**src/rtl/demux7_pkg.sv**
```systemverilog
// Shared types and constants for the 7-way write-side router demux7_route.
package demux7_pkg;

    localparam int DATA_W = 32;
    localparam int N_DEST = 7;
    localparam int SEL_W  = 3;
    localparam logic [SEL_W-1:0] SEL_ILLEGAL = 3'd7;

    typedef enum logic {IDLE, HOLD} demux7_state_t;

    typedef logic [DATA_W-1:0] word_t;

    // Code 7 has no destination bit, so it decodes to all zeros.
    function automatic logic [N_DEST-1:0] sel_onehot(input logic [SEL_W-1:0] sel);
        logic [N_DEST-1:0] hot;
        hot = '0;
        for (int i = 0; i < N_DEST; i++) begin
            hot[i] = (sel == SEL_W'(i));
        end
        return hot;
    endfunction

endpackage

```
**src/rtl/demux7_route.sv**
```systemverilog
// Routes one word to one of seven sticky destination registers with a single holding stage.
// Optional macro DEMUX7_ERR_EN: drop select code 7 and raise a sticky err flag instead of aliasing to destination 0.
module demux7_route
    import demux7_pkg::*;
(
    input  logic                     clk,
    input  logic                     reset,
    input  logic                     in_valid,
    output logic                     in_ready,
    input  word_t                    in_data,
    input  logic [SEL_W-1:0]         in_sel,
    output logic [N_DEST-1:0]        out_valid,
    input  logic [N_DEST-1:0]        out_ready,
    output word_t [N_DEST-1:0]       out_data,
    output logic                     err
);

    demux7_state_t      state;
    demux7_state_t      state_next;
    logic [SEL_W-1:0]   pend_sel;
    logic [SEL_W-1:0]   route_sel;
    logic [N_DEST-1:0]  route_hot;
    logic               pend_ready;
    logic               accept;
    logic               drop;

`ifdef DEMUX7_ERR_EN
    assign route_sel = in_sel;
    assign drop      = (in_sel == SEL_ILLEGAL);
`else
    // Illegal code aliases to destination 0, matching the read-side selector's default arm.
    assign route_sel = (in_sel == SEL_ILLEGAL) ? '0 : in_sel;
    assign drop      = 1'b0;
`endif

    // Only the pending destination's ready bit matters; the rest are ignored.
    assign pend_ready = |(out_ready & sel_onehot(pend_sel));
    assign in_ready   = ~reset & ((state == IDLE) | pend_ready);
    assign accept     = in_valid & in_ready;
    assign route_hot  = sel_onehot(route_sel) & {N_DEST{accept & ~drop}};

    always_comb begin
        state_next = state;
        case (state)
            IDLE: begin
                if (accept && !drop) begin
                    state_next = HOLD;
                end
            end
            HOLD: begin
                if (pend_ready) begin
                    state_next = (accept && !drop) ? HOLD : IDLE;
                end
            end
            default: state_next = IDLE;
        endcase
    end

    always_ff @(posedge clk) begin
        if (reset) begin
            state    <= IDLE;
            pend_sel <= '0;
        end else begin
            state <= state_next;
            if (accept && !drop) begin
                pend_sel <= route_sel;
            end
        end
    end

    always_comb begin
        out_valid = '0;
        if (state == HOLD) begin
            out_valid = sel_onehot(pend_sel);
        end
    end

    // Each destination register only moves on an accepted word addressed to it.
    for (genvar i = 0; i < N_DEST; i++) begin : g_dest
        always_ff @(posedge clk) begin
            if (reset) begin
                out_data[i] <= '0;
            end else if (route_hot[i]) begin
                out_data[i] <= in_data;
            end
        end
    end

`ifdef DEMUX7_ERR_EN
    always_ff @(posedge clk) begin
        if (reset) begin
            err <= 1'b0;
        end else if (accept && drop) begin
            err <= 1'b1;
        end
    end
`else
    assign err = 1'b0;
`endif

endmodule

```
**config.mk**
```make
export PLATFORM = sky130hd
export DESIGN_NAME = demux7_route
export DESIGN_NICKNAME = d
export VERILOG_FILES = /design/src/rtl/demux7_pkg.sv /design/src/rtl/demux7_route.sv
export SDC_FILE = /design/constraint.sdc
export NUM_CORES = 1
export LEC_CHECK = 0
export ABC_CLOCK_PERIOD_IN_PS = 2400
export CORE_MARGIN = 1.5
export CORE_UTILIZATION = 47
export DETAILED_ROUTE_END_ITERATION = 16
export GPL_TIMING_DRIVEN = 0
export MAX_ROUTING_LAYER = met4
export PLACE_DENSITY = 0.92
export SLEW_MARGIN = 5
export SYNTH_ARGS = -nofsm -noshare
export SYNTH_HDL_FRONTEND = slang
export SYNTH_SLANG_ARGS = --single-unit
```
**constraint.sdc**
```tcl
create_clock -name clk -period 2.4 [get_ports clk]
set_clock_uncertainty 0.15 [all_clocks]
set_input_delay 0.48 -clock clk [delete_from_list [all_inputs] [get_ports clk]]
set_output_delay 0.48 -clock clk [all_outputs]
set_load 0.03 [all_outputs]
```
Word level (Yosys, flattened, before mapping)
Cells that the tools add are included.
{ "word_totals": {"output_inout_bits": 233, "reg_bits": 228, "in_bits": 45, "wordCells": 37} }
{ "op_classes": {"bitwise": 7, "n_eq_ne": 13, "reduce_logical": 3, "muxes": 5} }
{ "op_table": {"columns": ["op", "n"], "rows": [
  ["3-bit == test (second input constant)", 7],
  ["7-bit AND", 2],
  ["3-bit by 2-bit == test with 1-bit output (second input constant)", 4],
  ["7-bit two-way mux", 1],
  ["7-bit OR reduction", 1],
  ["3-bit by 1-bit == test with 1-bit output (second input constant)", 2],
  ["3-bit logical NOT", 2],
  ["3-bit two-way mux", 1],
  ["1-bit AND", 2],
  ["1-bit two-way mux", 2],
  ["1-bit NOT", 2],
  ["1-bit case mux with 2 select lines", 1],
  ["1-bit bitwise OR", 1]
]} }

Depth between registers and ports, before layout
{ "depth": {"depth_word": 9, "mapped_depth": 6, "ltp_nobuf": 4} }

Worst setup path after synthesis
Ideal clock, no wire load.
{ "synth_path": {"path_kind": "reg-to-output", "startpoint": "register pend_sel[2]", "endpoint": "output in_ready", "slack_ns": -0.039, "t_required_ns": 1.770, "n_path_buf": 1, "arrival_ns": 1.809, "stages_incl_launch_ff": 6, "cell_sequence": "dfxtp_1 > buf_2 > or4b_1 > o311ai_4 > nor2_1 > nor2_1"} }
{ "synth_between": {"elab_chain_cells": 5, "word_cells_on_any_way": 11, "cone_classes": "eq/ne: 6; bitwise: 3; reduce/logical: 2"} }
{ "synth_lines": {"columns": ["item", "line", "source"], "rows": [
  ["start: declaration", "demux7_route.sv:20", "logic [SEL_W-1:0] pend_sel;"],
  ["start signal: assignment", "demux7_route.sv:66", "pend_sel <= route_sel;"],
  ["3-bit by 1-bit == test with 1-bit output (tied with other cells)", "demux7_pkg.sv:18", "hot[i] = (sel == SEL_W'(i));"],
  ["7-bit AND (*)", "demux7_route.sv:37", "assign pend_ready = |(out_ready & sel_onehot(pend_sel));"],
  ["7-bit OR reduction (*)", "demux7_route.sv:37", null],
  ["1-bit bitwise OR (*)", "demux7_route.sv:38", "assign in_ready = ~reset & ((state == IDLE) | pend_ready);"],
  ["1-bit AND (*)", "demux7_route.sv:38", null],
  ["end: declaration", "demux7_route.sv:9", "output logic in_ready,"]
]} }
Mark *: on every way between the ends. The rest lies on a longest branch, timed or not.

Worst setup path after layout
{ "layout_path": {"startpoint": "register pend_sel[0]", "endpoint": "output in_ready"} }
Same word-level chain as after synthesis.

==> key figures <==
Outcome
  – Outcome: finished with violations
  – Failing checks: negative setup slack

Floorplan
  – Cell row count: 50
  – Die Span Y: 142 µm
  – Die X: 142 µm
  – Starting Density: 0.483
  – Die ar.: approximately 20000 µm²
  – Core box area: 18900 µm²
  – Top Ports: roughly 280

Logic synthesis
  – Syn Std Cell Area: 9130 µm²
  – Seq/Total Area, Yosys: 0.500
  – Syn Nets: 873
  – Post-synth top area share: 0.500
  – Share of synthesized registers carrying an async set or reset: 0
  – Synth top area cells: dfxtp_1, mux2i_1, nand2b_1
  – Netlist cell types: 27
  – Most common cell in the netlist: nand2b_1
  – Post-synth top flop: dfxtp_1
  – Cell taking the most area after synthesis: dfxtp_1
  – Cell count after synthesis: around 830
  – Syn Area/Cell: 11.0 µm²
  – #FFs+latches synth: 228
  – Synth Warn #: 0
  – Synth top cells by count: nand2b_1, mux2i_1, dfxtp_1
  – Post-synth EDFFs: 0

Clock tree
  – H-tree levels: 1
  – Clk_lat worst skew: 0.51 ns
  – Root buffer cell: clkbuf_16
  – Clock Path Buffers: 3
  – Hold Buf Count CTS: 0
  – Clock-pin slew on the worst setup and hold paths: 0.06 ns
  – TritonCTS clock tree: done
  – CTS Sinks: roughly 230
  – CTS Buf Count: 23

Finish
  – Sequential cell area: 4570 µm²
  – Share of cells above drive strength 1: 0.0772
  – Filler cells: about 1400
  – Multi-input gate area: ~4200 µm²
  – Area growth, synth to finish: 43.3%
  – NumNets Final: 1182
  – Fin util: 0.693
  – Ant diodes: 0
  – Final Non-Filler Cells: 1413

Worst setup path
  – Worst Setup Start Kind: flop
  – CP max stage cell: or4b_4
  – Worst EP arrival: 1.94 ns
  – Reg2Reg Depth: 8
  – WP data required: 1.77 ns
  – WS Path Type: reg2out
  – Worst stage delay on the critical path: 0.54 ns
  – Crit Path Max Fanout: 5
  – Worst Setup End Kind: primary output
  – R2r setup slk: 0.08 ns
  – Buf+Inv Stages, Crit Path: 2
  – Cell chain of the critical path: buf_6 > or4b_4 > o311ai_4 > nor2_2 > nor2_2 > buf_6
  – FF-to-FF End: out_data[121]
  – Reg-to-Reg Start: pend_sel[2]
  – CP top delay family: simple AND/OR/NAND/NOR gates

Hold path
  – Hold path startpoint: in_sel[1]
  – Min-Delay Endpoint: pend_sel[1]
  – Hold depth: 3
  – Worst Hold Class: in2reg

STA
  – Final Slew Violations: 0
  – Tmin final: 2.57 ns
  – Final period util: 1.07
  – Final WS setup: -0.168 ns
  – Max frequency: a little under 400 MHz
  – Min Hold Slack: 0.235 ns
  – Worst-Margin Slew: 0.629 ns
  – Unrepaired setup endpoints after global routing: yes
  – Slew headroom: 0.581
  – Fin. Hold Viols: 0
  – # setup viols final: 1

Pwr
  – Internal power: ~6.4 mW
  – Max VDD drop: 0.000537 V
  – P_sw: 2.05 mW
  – Leakage: 6.28 nW
  – Switching Share: 0.241
  – Total power: 8.50 mW
  – Clk pwr share: 0.427
  – Cell Pwr Density: 649 nW/µm²
  – Combinational Power Share: 0.110
  – Sequential Power Share: 0.463

Global routing
  – First-pass GRT wire length: 41100 µm
  – GRT Total Usage: 0.271
  – Remaining global-route overflow: 0
  – Pin count of the biggest net entering global routing: 14
  – Number of global-route vias before repair: 7314
  – Initial antenna violation count: 0

Drt
  – Vias: 7033
  – Wire length per cell: just under 20 µm
  – Final ANT Viol Nets: 0
  – Vias per inst: 4.98
  – Initial detailed-routing violation count: approximately 290
  – First-pass detailed-route iteration total: 4
  – Post-Route WL: ~27000 µm
  – DRC violations left: 0

Place
  – Number of buffers added on ports: 275
  – GP Congestion: 0.816
  – Final HPWL DP: about 19000 µm
  – Placed Cells: between 1000 and 1500

Job
  – Max-Cap Viols: 0
-- power by group through the flow --
stage | Clock, mW | Combinational, mW | Sequential, mW
after floorplan | 0 | 0.345 | 4.18
after global placement | 0 | 0.892 | 4.01
after detailed placement | 0 | 0.906 | 4.01
after CTS | 3.68 | 0.918 | 3.93
after global routing | 3.83 | 0.983 | 3.94
final | 3.63 | 0.933 | 3.93
-- through the flow --
stage	setup WS [ns]	instance area (µm²)	TNS (ns)
6_report	-0.168	13100	-0.168
5_1_grt	-0.246	13100	-0.246
4_1_cts	-0.188	13000	-0.188
3_5_place_dp	-1.06	12200	-104.75
3_3_place_gp	-1.01	12200	-100.36
2_1_floorplan	0.0698	9140	0
-- per-layer routing --
layer | GRT usage | vias up | part of all wire
met2 | 0.446 | 256 | 0.48
li1 | - | 3329 | -
met1 | 0.319 | 3379 | 0.41
met3 | 0.0639 | 69 | 0.073
met4 | 0.115 | 0 | 0.039
met5 | - | - | 0
-- registers in the layout, indices dropped and copies added, names as in the netlist --
signal,cells
state,1
pend_sel,3
out_data,224
-- logic make-up after synthesis --
kind of cell    count (synthesis)  synth area share
buf+inv                        88            0.0441
compound gates                 13            0.0229
other cells                     1          0.000411
simple gates                  268             0.181
mux                           230             0.252
flops                         228             0.500
-- what timing repair did --
item / 4_1_cts / 5_1_grt
endpoints found under the setup margin: 68 / 188
endpoints found under the hold margin: 0 / 0
pin swaps: 3 / 3
gates resized for setup: 25 / 29
buffers inserted: 2 / 7
-- worst min-delay path, stage by stage --
cell	delay [ns]
clkbuf_1	0.20
nand2_1	0.11
mux2i_1	0.06
-- cells in the final DEF, fill, tap and decap left out, types with 5 or more instances in the layout --
cell type        synthesis  layout
clkdlybuf4s50_1          0     267
nand2b_1               243     243
mux2i_1                229     229
dfxtp_1                228     226
inv_1                   35      35
clkbuf_1                28      35
clkbuf_16                0      23
clkbuf_4                 0      14
buf_4                    2      11
buf_6                    6       9
nand2_1                  7       7
nor2_1                   8       6
clkbuf_2                 0       5
o211ai_4                 5       5
-- worst max path at each step --
| stage | startpoint | slack (ns) | depth (start not counted) | end |
|---|---|---|---|---|
| floorplan | pend_sel[2] | 0.07 | 5 | in_ready |
| global placement | out_ready[5] | -1.01 | 6 | in_ready |
| detailed placement | out_ready[5] | -1.06 | 6 | in_ready |
| CTS | pend_sel[2] | -0.19 | 6 | in_ready |
| global route | pend_sel[0] | -0.25 | 6 | in_ready |
| finish | pend_sel[0] | -0.17 | 6 | in_ready |
-- cell type report --
type,instances,area share
Buffer,53,0.0247
Clock buffer,35,0.0489
Clock inverter,6,0.00832
Inverter,35,0.0100
Multi-Input combinational cell,512,0.319
Sequential cell,228,0.349
Tap cell,260,0.0249
Timing Repair Buffer,284,0.215
Note: power is estimated with default switching activity, not from simulation.
